<file path="config.mk">
export PLATFORM = sky130hd
export DESIGN_NAME = pulse_stretch_mc
export DESIGN_NICKNAME = d
export VERILOG_FILES = /design/src/rtl/pulse_stretch_pkg.sv /design/src/rtl/pulse_stretch_ch.sv /design/src/rtl/pulse_stretch_mc.sv
export SDC_FILE = /design/constraint.sdc
export NUM_CORES = 1
export LEC_CHECK = 0
export ABC_AREA = 0
export BUFFER_PORTS_ARGS = -buffer_cell sky130_fd_sc_hd__buf_2
export CORE_AREA = 4 4 85 87
export DETAILED_ROUTE_END_ITERATION = 7
export DIE_AREA = 0 0 89 91
export GPL_ROUTABILITY_DRIVEN = 1
export PLACE_DENSITY = 0.52
export SLEW_MARGIN = 25
export SYNTH_ARGS = -nofsm -noshare
export SYNTH_HDL_FRONTEND = slang
export SYNTH_HIERARCHICAL = 1
export SYNTH_SLANG_ARGS = --single-unit
</file>
<file path="constraint.sdc">
create_clock -name clk_in -period 4.3 [get_ports clk_in]
set_input_delay 0.86 -clock clk_in [delete_from_list [all_inputs] [get_ports clk_in]]
set_output_delay 0.86 -clock clk_in [all_outputs]
set_load 0.05 [all_outputs]
</file>
<file path="src/rtl/pulse_stretch_pkg.sv">
// -----------------------------------------------------------------------------
// pulse_stretch_pkg
//
// Shared definitions for the multi-channel pulse stretcher:
//   - ps_state_t     : per-channel FSM state encoding (IDLE, HIGH, GAP)
//   - ps_cnt_width() : width of the shared HIGH/GAP down-counter
//   - ps_params_ok() : legality test for the stretcher parameters
// -----------------------------------------------------------------------------
package pulse_stretch_pkg;

    // The S_ prefix keeps the enum literals clear of the GAP parameter name.
    typedef enum logic [1:0] {
        S_IDLE = 2'd0,
        S_HIGH = 2'd1,
        S_GAP  = 2'd2
    } ps_state_t;

    // A single counter times both phases, so it is sized for the longer one.
    function automatic int ps_cnt_width(input int stretch, input int gap);
        int longest;
        longest = (stretch > gap) ? stretch : gap;
        return (longest < 1) ? 1 : $clog2(longest + 1);
    endfunction

    function automatic bit ps_params_ok(input int stretch, input int gap,
                                        input int pend_w);
        return (stretch >= 1) && (gap >= 1) && (pend_w >= 1);
    endfunction

endpackage

</file>
<file path="src/rtl/pulse_stretch_ch.sv">
// -----------------------------------------------------------------------------
// pulse_stretch_ch
//
// One channel of the pulse stretcher. Turns rising edges on a level strobe
// into pulses exactly STRETCH cycles high, separated by at least GAP low
// cycles. Edges that arrive while a pulse is in flight are queued in a
// saturating pending counter; an edge that finds the counter full is dropped
// and raises a sticky overflow flag.
//
// Ports:
//   clk       in   source-domain clock
//   rst_n     in   asynchronous active-low reset
//   strobe    in   level strobe; each rising edge is one event
//   clear     in   single-cycle pulse clearing the overflow flag
//   pulse     out  registered stretched pulse
//   busy      out  registered: FSM not idle, or events still queued
//   overflow  out  registered sticky drop flag
// -----------------------------------------------------------------------------
module pulse_stretch_ch
    import pulse_stretch_pkg::*;
#(
    parameter int STRETCH = 3,
    parameter int GAP     = 2,
    parameter int PEND_W  = 2
) (
    input  logic clk,
    input  logic rst_n,
    input  logic strobe,
    input  logic clear,
    output logic pulse,
    output logic busy,
    output logic overflow
);

    localparam int CNT_W = ps_cnt_width(STRETCH, GAP);

    // Counters load "length - 1" and the phase ends on the cycle they read 0.
    localparam logic [CNT_W-1:0]  HIGH_LOAD = CNT_W'(STRETCH - 1);
    localparam logic [CNT_W-1:0]  GAP_LOAD  = CNT_W'(GAP - 1);
    localparam logic [PEND_W-1:0] PEND_MAX  = '1;

    ps_state_t         state, state_nx;
    logic [CNT_W-1:0]  cnt, cnt_nx;
    logic [PEND_W-1:0] pend, pend_nx;
    logic              hist;
    logic              ovf_nx;
    logic              evt;
    logic              cnt_zero;
    logic              gap_end;
    logic              drop;

    assign evt      = strobe & ~hist;
    assign cnt_zero = (cnt == '0);
    assign gap_end  = (state == S_GAP) && cnt_zero;

    always_comb begin
        state_nx = state;
        cnt_nx   = cnt;
        pend_nx  = pend;
        ovf_nx   = overflow;
        drop     = 1'b0;

        case (state)
            S_IDLE: begin
                if (evt) begin
                    state_nx = S_HIGH;
                    cnt_nx   = HIGH_LOAD;
                end
            end
            S_HIGH: begin
                if (cnt_zero) begin
                    state_nx = S_GAP;
                    cnt_nx   = GAP_LOAD;
                end else begin
                    cnt_nx = cnt - 1'b1;
                end
            end
            S_GAP: begin
                // An edge landing exactly on the last gap cycle with nothing
                // queued is served straight away instead of being queued;
                // otherwise it would sit in pend with the FSM parked in IDLE.
                if (cnt_zero) begin
                    if ((pend != '0) || evt) begin
                        state_nx = S_HIGH;
                        cnt_nx   = HIGH_LOAD;
                    end else begin
                        state_nx = S_IDLE;
                    end
                end else begin
                    cnt_nx = cnt - 1'b1;
                end
            end
            default: begin
                state_nx = S_IDLE;
                cnt_nx   = '0;
            end
        endcase

        // On a gap-end edge a new event replaces the one being launched, so
        // the queue depth is unchanged and nothing can be dropped.
        if (gap_end) begin
            if (!evt && (pend != '0)) begin
                pend_nx = pend - 1'b1;
            end
        end else if (evt && (state != S_IDLE)) begin
            if (pend == PEND_MAX) begin
                drop = 1'b1;
            end else begin
                pend_nx = pend + 1'b1;
            end
        end

        // A drop on the same edge as clear must stay visible.
        if (clear) begin
            ovf_nx = 1'b0;
        end
        if (drop) begin
            ovf_nx = 1'b1;
        end
    end

    // History resets to one so a strobe already high at release is not an edge.
    always_ff @(posedge clk or negedge rst_n) begin
        if (!rst_n) begin
            hist     <= 1'b1;
            state    <= S_IDLE;
            cnt      <= '0;
            pend     <= '0;
            pulse    <= 1'b0;
            busy     <= 1'b0;
            overflow <= 1'b0;
        end else begin
            hist     <= strobe;
            state    <= state_nx;
            cnt      <= cnt_nx;
            pend     <= pend_nx;
            pulse    <= (state_nx == S_HIGH);
            busy     <= (state_nx != S_IDLE) || (pend_nx != '0);
            overflow <= ovf_nx;
        end
    end

endmodule

</file>
<file path="src/rtl/pulse_stretch_mc.sv">
// -----------------------------------------------------------------------------
// pulse_stretch_mc
//
// Multi-channel fast-to-slow pulse stretcher. Each channel converts strobe
// edges into pulses STRETCH cycles wide with at least GAP low cycles between
// them, so a slower clock domain can sample every event. Channels are fully
// independent; clear_in is shared by all of them.
//
// Ports:
//   clk_in        in   [1]         source-domain clock
//   rst_n_in      in   [1]         asynchronous active-low reset
//   strobe_in     in   [CHANNELS]  level strobes, one event per rising edge
//   clear_in      in   [1]         single-cycle pulse, clears all overflow flags
//   strobe_out    out  [CHANNELS]  registered stretched pulses
//   busy_out      out  [CHANNELS]  channel active or holding queued events
//   overflow_out  out  [CHANNELS]  sticky: an event was dropped on the channel
// -----------------------------------------------------------------------------
module pulse_stretch_mc
    import pulse_stretch_pkg::*;
#(
    parameter int CHANNELS = 4,
    parameter int STRETCH  = 3,
    parameter int GAP      = 2,
    parameter int PEND_W   = 2
) (
    input  logic                clk_in,
    input  logic                rst_n_in,
    input  logic [CHANNELS-1:0] strobe_in,
    input  logic                clear_in,
    output logic [CHANNELS-1:0] strobe_out,
    output logic [CHANNELS-1:0] busy_out,
    output logic [CHANNELS-1:0] overflow_out
);

    if (!ps_params_ok(STRETCH, GAP, PEND_W) || (CHANNELS < 1)) begin : g_bad_params
        $error("pulse_stretch_mc: need CHANNELS>=1, STRETCH>=1, GAP>=1, PEND_W>=1");
    end

    for (genvar i = 0; i < CHANNELS; i++) begin : g_ch
        pulse_stretch_ch #(
            .STRETCH (STRETCH),
            .GAP     (GAP),
            .PEND_W  (PEND_W)
        ) u_ch (
            .clk      (clk_in),
            .rst_n    (rst_n_in),
            .strobe   (strobe_in[i]),
            .clear    (clear_in),
            .pulse    (strobe_out[i]),
            .busy     (busy_out[i]),
            .overflow (overflow_out[i])
        );
    end

endmodule

</file>
==> key figures, run 1 <==
Timing
  – Final Max Slew Viols: 0
  – Final setup TNS: 0 ns
  – Final min period: between 2 and 2.5 ns
  – Fin. Hold Viols: 0
  – Fmax: about 500 MHz
  – Slew headroom: between 60 and 70%
  – Hold Slack: about 0.52 ns
  – Tcrit/Tclk final: a little under half
  – Final count of negative-setup-slack endpoints: 0
  – Post-Route Skew: slightly below 0.009 ns
  – Least-Margin Pin Slew: roughly 0.52 ns
  – RSZ-0062 raised after global routing: false

Setup path
  – CP endpoint kind: flip-flop
  – Crit-path cells: inv_1, ha_1, nor2b_1, o22a_1, a21oi_2, a221oi_2, or4_1
  – Worst Path Arrival: approximately 2.2 ns
  – Worst Path Required: 4.47 ns
  – CP max FO: 9
  – Critical path startpoint category: flip-flop
  – R2R cell count: 7
  – Worst r2r src: g_ch[0].u_ch/cnt[0]
  – CP peak stage delay: 0.52 ns
  – Flop2flop setup slack: around 2.3 ns
  – R2R Path End: g_ch[0].u_ch/busy
  – Slowest CP cell: or4_1
  – Kind of critical path: flip-flop to flip-flop

CTS
  – CTS clk-pin slew, worst paths: about 0.08 ns
  – CTS sink count: 40
  – CTS tree: yes
  – H-tree Lvls: 2
  – Inserted Clock Buffers: 5
  – Setup bufs post-CTS: 0
  – Post-CTS sizing: 0
  – Hold buffer count at cts: 0
  – Clock buffer depth: 2
  – Skew-Pair Late Insertion Delay: 0.29 ns
  – CTS root buffer: clkbuf_8

Floorplan
  – Starting density of the core: ~40%
  – I/O pin count: 19
  – Die W: approximately 90 um
  – Die area: 8100 um^2
  – # rows: 29
  – Area of the core: between 6000 and 7000 um^2
  – Die extent in y: roughly 91 um

Routing
  – Post-route ant nets: 0
  – DR vias: roughly 1700
  – Wire length per cell: 13.2 um
  – Detailed Route WL: approximately 4400 um
  – Remaining DRCs: 0
  – First drt pass iteration count: 4
  – 1st-iter DRT viols: 27
  – Via/cell ratio: between 5 and 6

Hold path
  – Critical hold path startpoint: g_ch[3].u_ch/overflow
  – WHS Endpoint: g_ch[3].u_ch/overflow
  – HP Class: flip-flop to flip-flop
  – Hold depth: 2

GRT
  – Antenna violations before repair: 0
  – Vias in the first global route: 1717
  – Largest net degree at the start of global routing: 41
  – First-pass GRT wire length: 7820 um
  – GR Overflow Total: 0
  – Total track usage: roughly an eighth

Cells and area
  – Diodes inserted: 0
  – # fillers: between 600 and 700
  – Most frequent cells in the layout: dfrtp_1 (36), inv_1 (28), ha_1 (24), buf_2 (17)
  – Most common cell after layout, fill and taps aside: dfrtp_1
  – Finished Layout Cells: 335
  – Final core occ: 42.2%
  – Fin nets: ~290
  – Fraction of layout cells with a size suffix above 1: 20.2%
  – Area Overhead vs Synth: 5.10%

Placed design
  – Dpl cells: approximately 330
  – Number of I/O port buffers: 18
  – RD Place Congestion: approximately 0.76
  – Detailed Place HPWL: 3080 um

Synth
  – Synthesized Nets: about 280
  – Mean Syn Cell Area: between 10 and 15 um^2
  – Synth warn: 6
  – Yosys reg bits: 40
  – Unique masters post-synth: 28
  – Mapped Area: approximately 2600 um^2
  – Syn Inst Count: ~250
  – Sequential-to-total area share from yosys stat: 39.4%

Pwr
  – PD cells: 630 nW/um^2
  – VDD IR max: ~0.34 mV
  – Lkg Pwr: approximately 0.0012 uW

Job
  – Max Cap Violations: 0

Run status
  – Status: complete, no violations
==> through the flow <==
stage | cell area, um^2 | setup WS (ns) | total power (uW)
after floorplan | 2550 | 2.21 | 1350
after global placement | 2600 | 2.10 | 1450
final | 2680 | 2.29 | 1690
after detailed placement | 2600 | 2.08 | 1450
after CTS | 2680 | 2.29 | 1710
after global routing | 2680 | 2.15 | 1840
==> sequential cells by signal, indices dropped and copies added (netlist names) <==
| name | cells |
|---|---|
| g_ch.u_ch/pulse | 4 |
| g_ch.u_ch/pend | 8 |
| g_ch.u_ch/overflow | 4 |
| g_ch.u_ch/cnt | 8 |
| g_ch.u_ch/busy | 4 |
| g_ch.u_ch/state | 8 |
| g_ch.u_ch/hist | 4 |
==> where the power goes <==
group          internal (uW)  switching (uW)
registers                504             169
clock network            114             132
logic                    315             455
==> layout make-up <==
type	count	area (um^2)	area share, %
multi-input cells	164	1300	48.5
flip-flops and latches	40	1010	37.5
inverters	28	105	3.92
well taps	77	96.3	3.59
repair buffers	18	92.6	3.45
clock buffers	7	76.3	2.85
clock inverters	1	5.00	0.187
==> how the worst max path moves through the flow <==
stage                              startpoint                 to  depth (start not counted)
after floorplan                  strobe_in[0]  g_ch[0].u_ch/busy                          6
after global placement           strobe_in[2]  g_ch[2].u_ch/busy                          6
after detailed placement         strobe_in[1]  g_ch[1].u_ch/busy                          6
after CTS                 g_ch[0].u_ch/cnt[0]  g_ch[0].u_ch/busy                          7
after global routing      g_ch[0].u_ch/cnt[0]  g_ch[0].u_ch/busy                          7
final                     g_ch[0].u_ch/cnt[0]  g_ch[0].u_ch/busy                          7
==> kinds of logic after synthesis <==
kind of cell	count (synthesis)	synth area share [%]
AOI/OAI and AO/OA	72	21.2
adders and majority gates	24	11.8
buffers and inverters	44	9.61
DFF	40	39.4
muxes	4	1.57
and+or+nand+nor	64	16.5
==> worst max-delay path, delay by kind of cell (launching register included) <==
kind | cells | cell delay, ns
AOI/OAI and AO/OA | 3 | 0.39
buffers and inverters | 1 | 0.08
DFF | 1 | 0.41
adders and majority gates | 1 | 0.31
and+or+nand+nor | 2 | 0.70
==> layer usage <==
metal  GRT usage, %  up-vias  routed length [um]
met5              0        -                   0
met4           4.47        0                  62
met3           2.17        5                 103
met2           18.9       15                2050
met1           16.2      801                2200
li1               -      887                   -
==> synthesized netlist by cell type <==
cell | number | area, um^2
o22ai_1 | 8 | 50.1
o22a_1 | 4 | 35.0
o211ai_2 | 4 | 50.1
a211oi_1 | 4 | 30.0
nand2_1 | 12 | 45.0
a221oi_1 | 8 | 70.1
a21oi_2 | 4 | 35.0
dfrtp_1 | 36 | 901
a21oi_1 | 8 | 40.0
buf_2 | 4 | 20.0
o21ai_0 | 16 | 80.1
or4_1 | 4 | 30.0
a21o_1 | 4 | 30.0
a221oi_2 | 4 | 60.1
nor2b_4 | 4 | 55.1
ha_1 | 24 | 300
buf_4 | 4 | 30.0
nor2b_1 | 16 | 100
mux2i_1 | 4 | 40.0
nor3_1 | 4 | 20.0
o21a_1 | 8 | 60.1
and2b_4 | 4 | 40.0
buf_6 | 8 | 90.1
dfstp_2 | 4 | 105
nor3b_1 | 8 | 60.1
nor2_1 | 8 | 30.0
inv_1 | 28 | 105
nor3_2 | 4 | 40.0
(Power assumes the default switching activity.)
==> inputs of run 2 (changes only) <==
Settings changed: ABC_AREA 0 to 1, CORE_AREA 4 4 85 87 to 4 4 84 86, DIE_AREA 0 0 89 91 to 0 0 88 90, PLACE_DENSITY 0.52 to 0.51.
Clock period 4.3 ns to 1.9 ns, I/O delays scaled along.
==> key figures, run 2 <==
GRT
  – GR Overflow Total: 0
  – Antenna violations before repair: 0
  – Largest net degree at the start of global routing: 31
  – Vias in the first global route: around 1900
  – Total track usage: about 13%
  – First-pass GRT wire length: just over 8000 um

CTS
  – Clock buffer depth: 2
  – CTS clk-pin slew, worst paths: about 0.070 ns
  – CTS root buffer: clkbuf_8
  – Inserted Clock Buffers: 5
  – Hold buffer count at cts: 0
  – H-tree Lvls: 2
  – Post-CTS sizing: 0
  – Skew-Pair Late Insertion Delay: around 0.29 ns
  – Setup bufs post-CTS: 0
  – CTS tree: yes
  – CTS sink count: 40

Cells and area
  – Area Overhead vs Synth: 11.9%
  – Reg area: just over 1000 um^2
  – Fraction of layout cells with a size suffix above 1: a little under a quarter
  – Fin nets: roughly 370
  – Diodes inserted: 0
  – # fillers: 670
  – Multi-input logic area: roughly 1200 um^2
  – Largest regs: g_ch.u_ch/cnt: 8 flops, g_ch.u_ch/pend: 8 flops, g_ch.u_ch/state: 8 flops
  – Most common cell after layout, fill and taps aside: nand2_1
  – Most frequent cells in the layout: nand2_1 (64), nand3_1 (52), inv_1 (48), dfrtp_1 (36), ha_1 (24)
  – Final non-filler cell area: approximately 2700 um^2

Setup path
  – CP endpoint kind: flip-flop
  – Top cell by count, worst path: nand2_1
  – Critical path startpoint category: flip-flop
  – R2R cell count: 8
  – Crit-path cells: inv_1, ha_1, inv_1, nand2_1, nand2_1, nand3_1, nand2_1, nand3_1
  – Slowest CP cell: dfrtp_1
  – Worst Path Arrival: 1.57 ns
  – CP peak stage delay: about 0.43 ns
  – Kind of critical path: flip-flop to flip-flop
  – Worst Path Required: ~2.1 ns
  – Worst Path Buf+Inv: 2
  – CP max FO: 5
  – Critical path's top delay family: flip-flops
  – Crit path depth: 8

Floorplan
  – Die W: between 80 and 90 um
  – Die area: 7920 um^2
  – I/O pin count: 19
  – Starting density of the core: approximately two fifths
  – # rows: 29
  – Area of the core: 6280 um^2
  – Die extent in y: ~90 um

Synth
  – Sequential-to-total area share from yosys stat: 41.2%
  – Syn Inst Count: approximately 310
  – Mapped Area: about 2400 um^2
  – Share of the synthesized area in the top cell type: between 30% and 40%
  – Synth top cells by count: nand2_1 (64), nand3_1 (52), inv_1 (48)
  – Synthesized Nets: around 340
  – Main synth FF type: dfrtp_1
  – Async set-reset flop share out of synthesis: 100%
  – Unique masters post-synth: 15
  – Synth warn: 6
  – Top post-synthesis cells by area: dfrtp_1 (37%), ha_1 (12%), nand3_1 (11%)
  – Post-synth EDFFs: 0
  – Yosys reg bits: 40
  – Most frequent cell after synthesis: nand2_1
  – Mean Syn Cell Area: 7.93 um^2
  – Yosys top cell by area: dfrtp_1

Routing
  – 1st-iter DRT viols: 57
  – Wire length per cell: roughly 11 um
  – Detailed Route WL: approximately 4500 um
  – Post-route ant nets: 0
  – DR vias: just under 2000
  – Via/cell ratio: approximately 4.8
  – First drt pass iteration count: 4
  – Remaining DRCs: 0

Pwr
  – Lkg Pwr: about 0.0015 uW
  – VDD IR max: 0.635 mV
  – PD cells: about 1600 nW/um^2

Placed design
  – Number of I/O port buffers: 18
  – Detailed Place HPWL: 3450 um
  – DP Area: between 2000 and 3000 um^2
  – RD Place Congestion: slightly above 0.8

Timing
  – Hold Slack: about 0.13 ns
  – RSZ-0062 raised after global routing: false
  – Least-Margin Pin Slew: just under 0.7 ns
  – Final Max Slew Viols: 0
  – Post-Route Skew: between 0.005 and 0.006 ns
  – Fin. Hold Viols: 0
  – Slew headroom: a little over half
  – Tcrit/Tclk final: approximately 73%
  – Fmax: between 700 and 800 MHz
  – Final count of negative-setup-slack endpoints: 0
  – Final min period: between 1 and 1.5 ns
  – Final setup TNS: 0 ns

Run status
  – Status: complete, no violations

Job
  – Max Cap Violations: 0

Hold path
  – HP Class: input port to async pin
[run 2: worst paths after layout]
path	to	slack [ns]	start
worst min-delay path	g_ch[0].u_ch/pend[0]	0.13	rst_n_in
worst max register to register	g_ch[0].u_ch/busy	0.51	g_ch[0].u_ch/pend[0]
max in group asynchronous	g_ch[1].u_ch/state[1]	1.20	rst_n_in
min in group clk_in	g_ch[2].u_ch/hist	0.21	strobe_in[2]
worst max-delay path	g_ch[0].u_ch/busy	0.51	g_ch[0].u_ch/pend[0]
worst min register to register	g_ch[2].u_ch/overflow	0.53	g_ch[2].u_ch/overflow
[run 2: final cells by class]
cell class / count / area share, %
sequential: 40 / 36.8
inverter: 64 / 8.79
tap: 77 / 3.52
timing repair buffer: 20 / 3.84
multi-input combinational: 204 / 43.8
clock buffer: 8 / 3.30
[run 2: power by group]
part	switching [uW]	internal, uW
clock network	286	296
registers	282	1200
logic	1640	801
total	2210	2290
[run 2: worst register-to-register path: cells and delay by family (launching register included)]
| kind | cells | cell delay, ns |
|---|---|---|
| flops | 1 | 0.43 |
| fa+ha+maj | 1 | 0.22 |
| simple gates | 5 | 0.39 |
| buf+inv | 2 | 0.24 |
[run 2: through the flow]
stage	setup slack, ns	power [uW]	utilization [%]	std cells
after floorplan	0.678	3410	-	308
after global placement	0.537	3930	42.1	405
after detailed placement	0.527	3940	42.1	405
after CTS	0.512	4560	43.6	413
after global routing	0.365	5020	43.6	413
final	0.507	4500	43.6	413
[run 2: routing by layer]
metal,share of wire (%),global-route usage (%),up-vias
li1,-,-,1024
met1,50,17.7,896
met2,44,19.0,36
met3,4.5,3.02,8
met4,1.8,4.73,0
met5,0,0,-
[run 2: logic make-up after synthesis]
family,after synthesis,synth area share (%)
compound gates,28,6.56
fa+ha+maj,24,12.3
buf+inv,64,9.84
flops,40,41.2
simple gates,152,30.1
==> inputs of run 3 (changes only) <==
Settings changed: ABC_AREA 1 to 0, CORE_AREA 4 4 84 86 to 4 4 85 87, DIE_AREA 0 0 88 90 to 0 0 89 91, PLACE_DENSITY 0.51 to 0.54.
Clock period 1.9 ns to 1.15 ns, I/O delays scaled along.
==> key figures, run 3 (synthesized netlist as in run 1, its figures left out) <==
Run status
  – Status: complete, but fails checks
  – Failing checks: negative setup slack

Floorplan
  – I/O pin count: 19
  – Die extent in y: 91 um
  – Die area: just over 8000 um^2
  – Starting density of the core: between 40% and 50%
  – Die W: ~89 um
  – # rows: 29
  – Area of the core: 6350 um^2

Placed design
  – RD Place Congestion: between 0.7 and 0.8
  – Number of I/O port buffers: 18
  – Detailed Place HPWL: 3900 um

GRT
  – Largest net degree at the start of global routing: 41
  – Total track usage: around 15%
  – Antenna violations before repair: 0
  – GR Overflow Total: 0
  – Vias in the first global route: 2135
  – First-pass GRT wire length: approximately 9700 um

Pwr
  – Total Power: approximately 9600 uW
  – VDD IR max: ~1.3 mV
  – Lkg Pwr: around 0.0018 uW
  – PD cells: about 2500 nW/um^2

Timing
  – Hold Slack: about 0.049 ns
  – RSZ-0062 raised after global routing: true
  – Final Max Slew Viols: 0
  – Final min period: 1.76 ns
  – Least-Margin Pin Slew: around 0.37 ns
  – Tcrit/Tclk final: 153%
  – Final count of negative-setup-slack endpoints: 36
  – Fin. Hold Viols: 0
  – Final worst slack: -0.609 ns
  – Slew headroom: ~75%
  – Post-Route Skew: about 0.0052 ns
  – Final setup TNS: -9.47 ns
  – Fmax: ~570 MHz

Setup path
  – Worst Path Required: approximately 1.3 ns
  – CP max FO: 3
  – CP endpoint kind: flip-flop
  – Kind of critical path: flip-flop to flip-flop
  – Worst r2r src: g_ch[3].u_ch/cnt[1]
  – Critical path startpoint category: flip-flop
  – R2R Path End: g_ch[3].u_ch/busy
  – R2R cell count: 8
  – Worst Path Arrival: approximately 1.9 ns
  – Flop2flop setup slack: -0.61 ns

Routing
  – Detailed Route WL: about 6000 um
  – Remaining DRCs: 0
  – 1st-iter DRT viols: 22
  – Post-route ant nets: 0
  – Wire length per cell: about 13 um
  – Via/cell ratio: just under 5
  – First drt pass iteration count: 3
  – DR vias: between 2000 and 2500

CTS
  – CTS tree: yes
  – Skew-Pair Late Insertion Delay: just under 0.3 ns
  – Clock buffer depth: 2
  – CTS root buffer: clkbuf_8
  – H-tree Lvls: 2
  – CTS clk-pin slew, worst paths: 0.08 ns
  – Inserted Clock Buffers: 5
  – CTS sink count: 40

Job
  – Max Cap Violations: 0

Cells and area
  – Fin nets: 392
  – Fraction of layout cells with a size suffix above 1: approximately three fifths
  – Diodes inserted: 0
  – # fillers: around 550
  – Largest regs: g_ch.u_ch/cnt: 8 flops, g_ch.u_ch/pend: 8 flops, g_ch.u_ch/state: 8 flops
  – Final core occ: around three fifths
  – Area Overhead vs Synth: 53.6%
  – Most frequent cells in the layout: buf_4 (89), dfrtp_1 (35), buf_6 (17), ha_1 (16), inv_1 (15)
  – Most common cell after layout, fill and taps aside: buf_4
  – Reg area: approximately 1000 um^2
  – Multi-input logic area: roughly 1700 um^2

Hold path
  – Critical hold path startpoint: strobe_in[2]
  – Hold depth: 1
  – HP Class: input port to flip-flop
  – WHS Endpoint: g_ch[2].u_ch/hist
==> run 3: worst max-delay path: stages, from the launching register on <==
cell and delay, ns:
dfrtp_1 0.37, inv_2 0.06, ha_4 0.17, buf_4 0.13, buf_6 0.11, inv_2 0.05, nor3b_2 0.04, a21o_1 0.19
or4_1 0.51
==> run 3: power breakdown <==
group / total (uW) / switching [uW] / internal [uW]
Combinational: 6360 / 3000 / 3360
Sequential: 2300 / 408 / 1890
Clock: 987 / 496 / 490
Total: 9650 / 3900 / 5750
==> run 3: worst max-delay path by stage <==
stage / start / endpoint / slack, ns / cells after the start
global route: g_ch[2].u_ch/cnt[1] / g_ch[2].u_ch/busy / -0.68 / 8
detailed placement: g_ch[3].u_ch/cnt[1] / g_ch[3].u_ch/busy / -0.64 / 7
finish: g_ch[3].u_ch/cnt[1] / g_ch[3].u_ch/busy / -0.61 / 8
floorplan: g_ch[0].u_ch/cnt[0] / g_ch[0].u_ch/busy / -0.67 / 8
CTS: g_ch[3].u_ch/cnt[1] / g_ch[3].u_ch/busy / -0.60 / 7
global placement: g_ch[3].u_ch/cnt[1] / g_ch[3].u_ch/busy / -0.63 / 7
==> run 3: per-stage QoR <==
| step | instances | worst slack, ns | area (um^2) |
|---|---|---|---|
| floorplan | 248 | -0.671 | 2610 |
| global placement | 404 | -0.632 | 3250 |
| detailed placement | 404 | -0.635 | 3250 |
| CTS | 424 | -0.598 | 3670 |
| global route | 439 | -0.684 | 3920 |
| finish | 439 | -0.609 | 3920 |
==> run 3: final cells by class <==
cell class                      instances  share of cell area (%)
Sequential cell                        40                    25.7
Timing Repair Buffer                  122                    24.5
Inverter                               28                    2.81
Multi-Input combinational cell        164                    42.3
Clock buffer                            8                    2.30
Tap cell                               77                    2.46
==> run 3: timing repair <==
item | in CTS | in global routing
hold endpoints to repair | 36 | 0
pin swaps | 32 | 23
setup buffers | 13 | 21
setup endpoints to repair | 38 | 38
gates resized for setup | 67 | 39
hold buffers | 1 | 0
==> run 3: metal layers <==
metal,track usage (%),vias up,share of wire (%)
met1,19.6,1045,46
li1,-,1086,-
met3,2.99,6,2.5
met4,3.60,0,1.0
met5,0,-,0
met2,24.8,19,51
